==> src/rtl/core_pkg.sv <==
// =============================================================================
// Module      : core_pkg
// Description : Shared core types and constants for the write-back path.
// Revision    : 1.0 - initial release
// =============================================================================
`default_nettype none

package core_pkg;

    localparam int XLEN      = 32;
    localparam int REG_IDX_W = 5;

    typedef logic [REG_IDX_W-1:0] reg_idx_t;

    typedef enum logic {
        WB_ALU = 1'b0,
        WB_LSU = 1'b1
    } wb_src_e;

endpackage

`default_nettype wire

==> src/rtl/scoreboard.sv <==
// =============================================================================
// Module      : scoreboard
// Description : Pending-load bit vector with one set port, one clear port and
//               two combinational read ports. Entry 0 never becomes pending.
// Revision    : 1.0 - initial release
// =============================================================================
`default_nettype none

module scoreboard
    import core_pkg::*;
#(
    parameter int NREG = 32
) (
    input  logic     clk,
    input  logic     rst,
    input  logic     set_en,
    input  reg_idx_t set_idx,
    input  logic     clr_en,
    input  reg_idx_t clr_idx,
    input  reg_idx_t rd_idx_a,
    input  reg_idx_t rd_idx_b,
    output logic     busy_a,
    output logic     busy_b
);

    logic [NREG-1:0] pending;
    logic [NREG-1:0] pending_nxt;

    // Clear is applied before set so a same-cycle set of the same index wins.
    always_comb begin
        pending_nxt = pending;
        if (clr_en) begin
            pending_nxt[clr_idx] = 1'b0;
        end
        if (set_en && (set_idx != '0)) begin
            pending_nxt[set_idx] = 1'b1;
        end
        pending_nxt[0] = 1'b0;
    end

    always_ff @(posedge clk or posedge rst) begin
        if (rst) begin
            pending <= '0;
        end else begin
            pending <= pending_nxt;
        end
    end

    assign busy_a = pending[rd_idx_a];
    assign busy_b = pending[rd_idx_b];

endmodule

`default_nettype wire

==> src/rtl/writeback_unit.sv <==
// =============================================================================
// Module      : writeback_unit
// Description : Round-robin arbiter of ALU/LSU results onto the registered
//               register-file write port, plus pending-load scoreboard.
// Revision    : 1.0 - initial release
// =============================================================================
`default_nettype none

module writeback_unit
    import core_pkg::*;
#(
    parameter int XLEN = 32,
    parameter int NREG = 32
) (
    input  logic            clk,
    input  logic            rst,
    input  logic            alu_valid_i,
    input  reg_idx_t        alu_rd_i,
    input  logic [XLEN-1:0] alu_data_i,
    output logic            alu_ready_o,
    input  logic            lsu_valid_i,
    input  reg_idx_t        lsu_rd_i,
    input  logic [XLEN-1:0] lsu_data_i,
    output logic            lsu_ready_o,
    input  logic            issue_i,
    input  reg_idx_t        issue_rd_i,
    input  reg_idx_t        chk_rs1_i,
    input  reg_idx_t        chk_rs2_i,
    output logic            busy_rs1_o,
    output logic            busy_rs2_o,
    output logic            we_o,
    output reg_idx_t        sel_rd_o,
    output logic [XLEN-1:0] rd_o
);

    wb_src_e         last_grant;
    logic            contested;
    logic            grant_alu;
    logic            grant_lsu;
    logic            xfer;
    reg_idx_t        xfer_rd;
    logic [XLEN-1:0] xfer_data;

    // Ready is derived from valids and history only, never from data.
    assign contested = alu_valid_i & lsu_valid_i;
    assign grant_alu = alu_valid_i & (~lsu_valid_i | (last_grant == WB_LSU));
    assign grant_lsu = lsu_valid_i & ~grant_alu;
    assign xfer      = grant_alu | grant_lsu;
    assign xfer_rd   = grant_alu ? alu_rd_i   : lsu_rd_i;
    assign xfer_data = grant_alu ? alu_data_i : lsu_data_i;

    assign alu_ready_o = grant_alu;
    assign lsu_ready_o = grant_lsu;

    always_ff @(posedge clk or posedge rst) begin
        if (rst) begin
            last_grant <= WB_LSU;
            we_o       <= 1'b0;
            sel_rd_o   <= '0;
            rd_o       <= '0;
        end else begin
            if (contested) begin
                last_grant <= grant_alu ? WB_ALU : WB_LSU;
            end
            // Writes to x0 are consumed but leave the port's index/data untouched.
            we_o <= xfer && (xfer_rd != '0);
            if (xfer && (xfer_rd != '0)) begin
                sel_rd_o <= xfer_rd;
                rd_o     <= xfer_data;
            end
        end
    end

    scoreboard #(
        .NREG (NREG)
    ) u_scoreboard (
        .clk      (clk),
        .rst      (rst),
        .set_en   (issue_i),
        .set_idx  (issue_rd_i),
        .clr_en   (grant_lsu),
        .clr_idx  (lsu_rd_i),
        .rd_idx_a (chk_rs1_i),
        .rd_idx_b (chk_rs2_i),
        .busy_a   (busy_rs1_o),
        .busy_b   (busy_rs2_o)
    );

endmodule

`default_nettype wire

==> config.mk <==
export PLATFORM = sky130hd
export DESIGN_NAME = writeback_unit
export DESIGN_NICKNAME = d
export VERILOG_FILES = /design/src/rtl/core_pkg.sv /design/src/rtl/scoreboard.sv /design/src/rtl/writeback_unit.sv
export SDC_FILE = /design/constraint.sdc
export NUM_CORES = 1
export LEC_CHECK = 0
export BUFFER_PORTS_ARGS = -buffer_cell sky130_fd_sc_hd__buf_4
export CAP_MARGIN = 20
export CORE_UTILIZATION = 35
export DETAILED_ROUTE_END_ITERATION = 10
export SYNTH_ARGS = -nofsm -noshare
export SYNTH_HDL_FRONTEND = slang
export SYNTH_SLANG_ARGS = --single-unit
==> constraint.sdc <==
create_clock -name clk -period 2 [get_ports clk]
set_input_delay 0.1 -clock clk [delete_from_list [all_inputs] [get_ports clk]]
set_output_delay 0.1 -clock clk [all_outputs]
set_load 0.05 [all_outputs]
==> flow_metrics.env <==
export IMPL_synth_area_um2=3900
export IMPL_io_pin_count=136
export IMPL_internal_power_w=0.00319
export IMPL_n_fill_cell=1006
export IMPL_initial_core_util_pct=35.9
export IMPL_cpMaxStageDelayCell="dfstp_2"
export IMPL_antenna_found_initial=1
export IMPL_grt_overflow=0
export IMPL_cts_buffer_depth=2
export IMPL_fp_coreArea_um2=10800
export IMPL_critical_path_required_ns=2.21
export IMPL_synth_seq_area_share_pct=45.0
export IMPL_ys_warnings_count=0
export IMPL_crit_reg2reg_launch="last_grant"
export IMPL_cp_num_cells=5
export IMPL_wl_mm=10.2
export IMPL_grt_pass1_wl_mm=16.2
export IMPL_synth_top_area_share_pct=44.3
export IMPL_yosysTopAreaCell="dfrtp_1"
export IMPL_setup_tns_final_ns=0
export IMPL_avgViaCountPerCell=5.13
export IMPL_worstSetupStartpointType="register"
export IMPL_insertion_delay_ns=0.33
export IMPL_finish_net_count=567
export IMPL_regToRegSetupSlack_ns=0.11
export IMPL_rsz0062_at_grt="false"
export IMPL_path_cells="nand2b_1, a211o_1, a221o_2, buf_12, mux2_1"
export IMPL_fin_worst_skew_ns=0.00638
export IMPL_path_buf_inv=1
export IMPL_leakagePower_nw=2.43
export IMPL_cts_tree="built"
export IMPL_fin_total_pwr_w=0.00513
export IMPL_routedWlPerCell_um=16.4
export IMPL_powerDensity_nw_per_um2=969
export IMPL_gp_congestion=0.860
export IMPL_cp_endpoint="rd_o[12]"
export IMPL_cts_clk_slew_worst_paths_ns=0.07
export IMPL_period_needed_ns=1.89
export IMPL_peakVddDrop_mv=0.473
export IMPL_pwr_share_clk_pct=20.2
export IMPL_root_buffer="clkbuf_8"
export IMPL_max_stage_delay_ns=0.37
export IMPL_startpoint="last_grant"
export IMPL_setup_violations=0
export IMPL_report_final_slew_viol_count=0
export IMPL_grt_use_total_pct=18.3
export IMPL_dp_cells=601
export IMPL_ys_ff_latch=70
export IMPL_grt_max_degree=40
export IMPL_htreeDepth=3
export IMPL_port_buffers=135
export IMPL_drive_gt1_share_pct=47.9
export IMPL_hold_viol_final=0
export IMPL_synth_distinct_cells=37
export IMPL_crit_family="compound AO/OA/AOI/OAI gates"
export IMPL_max_freq_mhz=528
export IMPL_synthTopCellsByArea="dfrtp_1 44%, mux2_4 10%, mux2_2 7.5%, o21ai_0 7.1%, mux2i_1 5.1%"
export IMPL_critical_path_class="register to register"
export IMPL_netlist_instances=333
export IMPL_drtAntennaViolNets=0
export IMPL_slew_headroom_pct=72.2
export IMPL_cp_end_kind="register"
export IMPL_layout_cells_non_filler=619
export IMPL_r2r_end="rd_o[12]"
export IMPL_setup_ws_ns=0.107
export IMPL_dp_slack_ns=0.0215
export IMPL_syn_to_final_growth_pct=35.8
export IMPL_final_core_util_pct=48.8
export IMPL_synth_edff_count=0
export IMPL_hp_class="input pin to register"
export IMPL_arrival_ns=2.10
export IMPL_power_frac_comb_pct=40.6
export IMPL_grt_pass1_vias=3266
export IMPL_dp_hpwl_mm=7.81
export IMPL_ff_latch_area_um2=1750
export IMPL_postCtsSetupBuffers=0
export IMPL_synth_fp_nets=427
export IMPL_critPathMaxFanout=37
export IMPL_postSynthAreaPerCell_um2=11.7
export IMPL_vias=3173
export IMPL_drv_cap=0
export IMPL_p_sw_w=0.00194
export IMPL_rr_worst_depth=5
export IMPL_multiInputGateArea_um2=2030
export IMPL_rows=38
export IMPL_fin_crit_sh_pct=94.7
export IMPL_drt_iter0_drc=171
export IMPL_p_sw_share_pct=37.8
export IMPL_synthFlopType="dfrtp_1"
export IMPL_drt_first_pass_iters=4
export IMPL_dieWidth_um=108
export IMPL_outcome="finished clean"
export IMPL_drc=0
export IMPL_dieArea_um2=11600
export IMPL_cts_sinks=70
export IMPL_fp_dieH_um=108
export IMPL_cts_buffers_inserted=9
export IMPL_worst_pin_slew_ns=0.417
export IMPL_seqPwrFrac_pct=39.2
export IMPL_async_flop_share_pct=100
-- cell families after synthesis --
kind of cell / after synthesis / synth area share [%]
simple gates: 60 / 8.73
mux: 94 / 30.9
flops: 70 / 45.0
compound gates: 86 / 12.3
xor+xnor: 1 / 0.225
buf+inv: 22 / 2.92
-- flip-flops by register name, summed over array words and instances, names as in the netlist --
signal and cells:
sel_rd_o 5, rd_o 32, u_scoreboard.pending 31, last_grant 1, we_o 1
-- worst register-to-register path, cell delays in order (launching register included) --
cell	delay [ns]
dfstp_2	0.37
nand2b_1	0.16
a211o_1	0.32
a221o_2	0.36
buf_12	0.19
mux2_1	0.38
-- power by group through the flow --
stage | sequential (W) | clock (W) | combinational [W]
floorplan | 0.00251 | 0 | 0.000905
global placement | 0.00202 | 0 | 0.00207
detailed placement | 0.00202 | 0 | 0.00210
CTS | 0.00201 | 0.00107 | 0.00210
global route | 0.00205 | 0.00112 | 0.00223
finish | 0.00201 | 0.00104 | 0.00208
-- routing by layer --
metal  global-route usage [%]  vias to the layer above  wire length (um)
met5                        0                        -                 0
met4                     5.87                        0               182
met3                     4.96                       13               858
met2                     29.5                      133              4730
met1                     23.6                     1505              4410
li1                         -                     1522                 -
-- repair_timing --
action,CTS,global route
hold endpoints to repair,21,0
hold buffers,1,0
resized for setup,0,0
-- worst min-delay path by stage --
| stage | start | to | slack, ns | depth (start not counted) |
|---|---|---|---|---|
| CTS | alu_rd_i[0] | sel_rd_o[0] | 0.02 | 2 |
| floorplan | lsu_valid_i | last_grant | 0.22 | 2 |
| global route | alu_rd_i[0] | sel_rd_o[0] | 0.03 | 2 |
| finish | alu_rd_i[0] | sel_rd_o[0] | 0.03 | 2 |
| detailed placement | rst | u_scoreboard.pending[10] | 0.06 | 2 |
| global placement | rst | u_scoreboard.pending[9] | 0.05 | 2 |
-- synth_stat cells, types with 2 or more instances --
cell type and instances:
mux2_4 27, a22oi_1 4, nand3b_1 9, o2111ai_1 2, buf_1 2, mux2i_1 20
mux2_1 15, nor2_1 9, nand2_1 11, nand4_1 3, o211ai_1 2, dfrtp_1 69
o21ai_1 7, nor2b_1 4, clkbuf_1 9, buf_6 4, o22ai_1 2, or3b_2 5
a211oi_1 2, a21oi_1 7, nand2b_1 5, mux4_2 6, o21ai_0 55, nand3_1 11
a221o_1 2, mux2_2 26, inv_1 5
-- final cells by class --
type                    count  area share (%)
clock inverters             4           0.591
repair buffers            145            21.1
diodes                      1          0.0473
clock buffers              12            2.93
multi-input cells         241            38.4
flip-flops and latches     70            33.1
inverters                   6           0.473
well taps                 140            3.31
-- through the flow --
step           instance area (um2)  hold WS [ns]
6_report                      5290        0.0263
5_1_grt                       5290        0.0331
3_3_place_gp                  5090        0.0533
3_5_place_dp                  5090        0.0561
4_1_cts                       5290        0.0153
2_1_floorplan                 3900         0.216
-- placed cells by master, fill, tap and decap left out, types with 9 or more instances in the layout --
cell type    n
buf_4      142
dfrtp_1     69
o21ai_0     55
mux2_4      27
mux2_2      26
mux2i_1     20
mux2_1      15
nand2_1     11
nand3_1     11
clkbuf_8    11
nor2_1       9
nand3b_1     9
(Power assumes the default switching activity.)
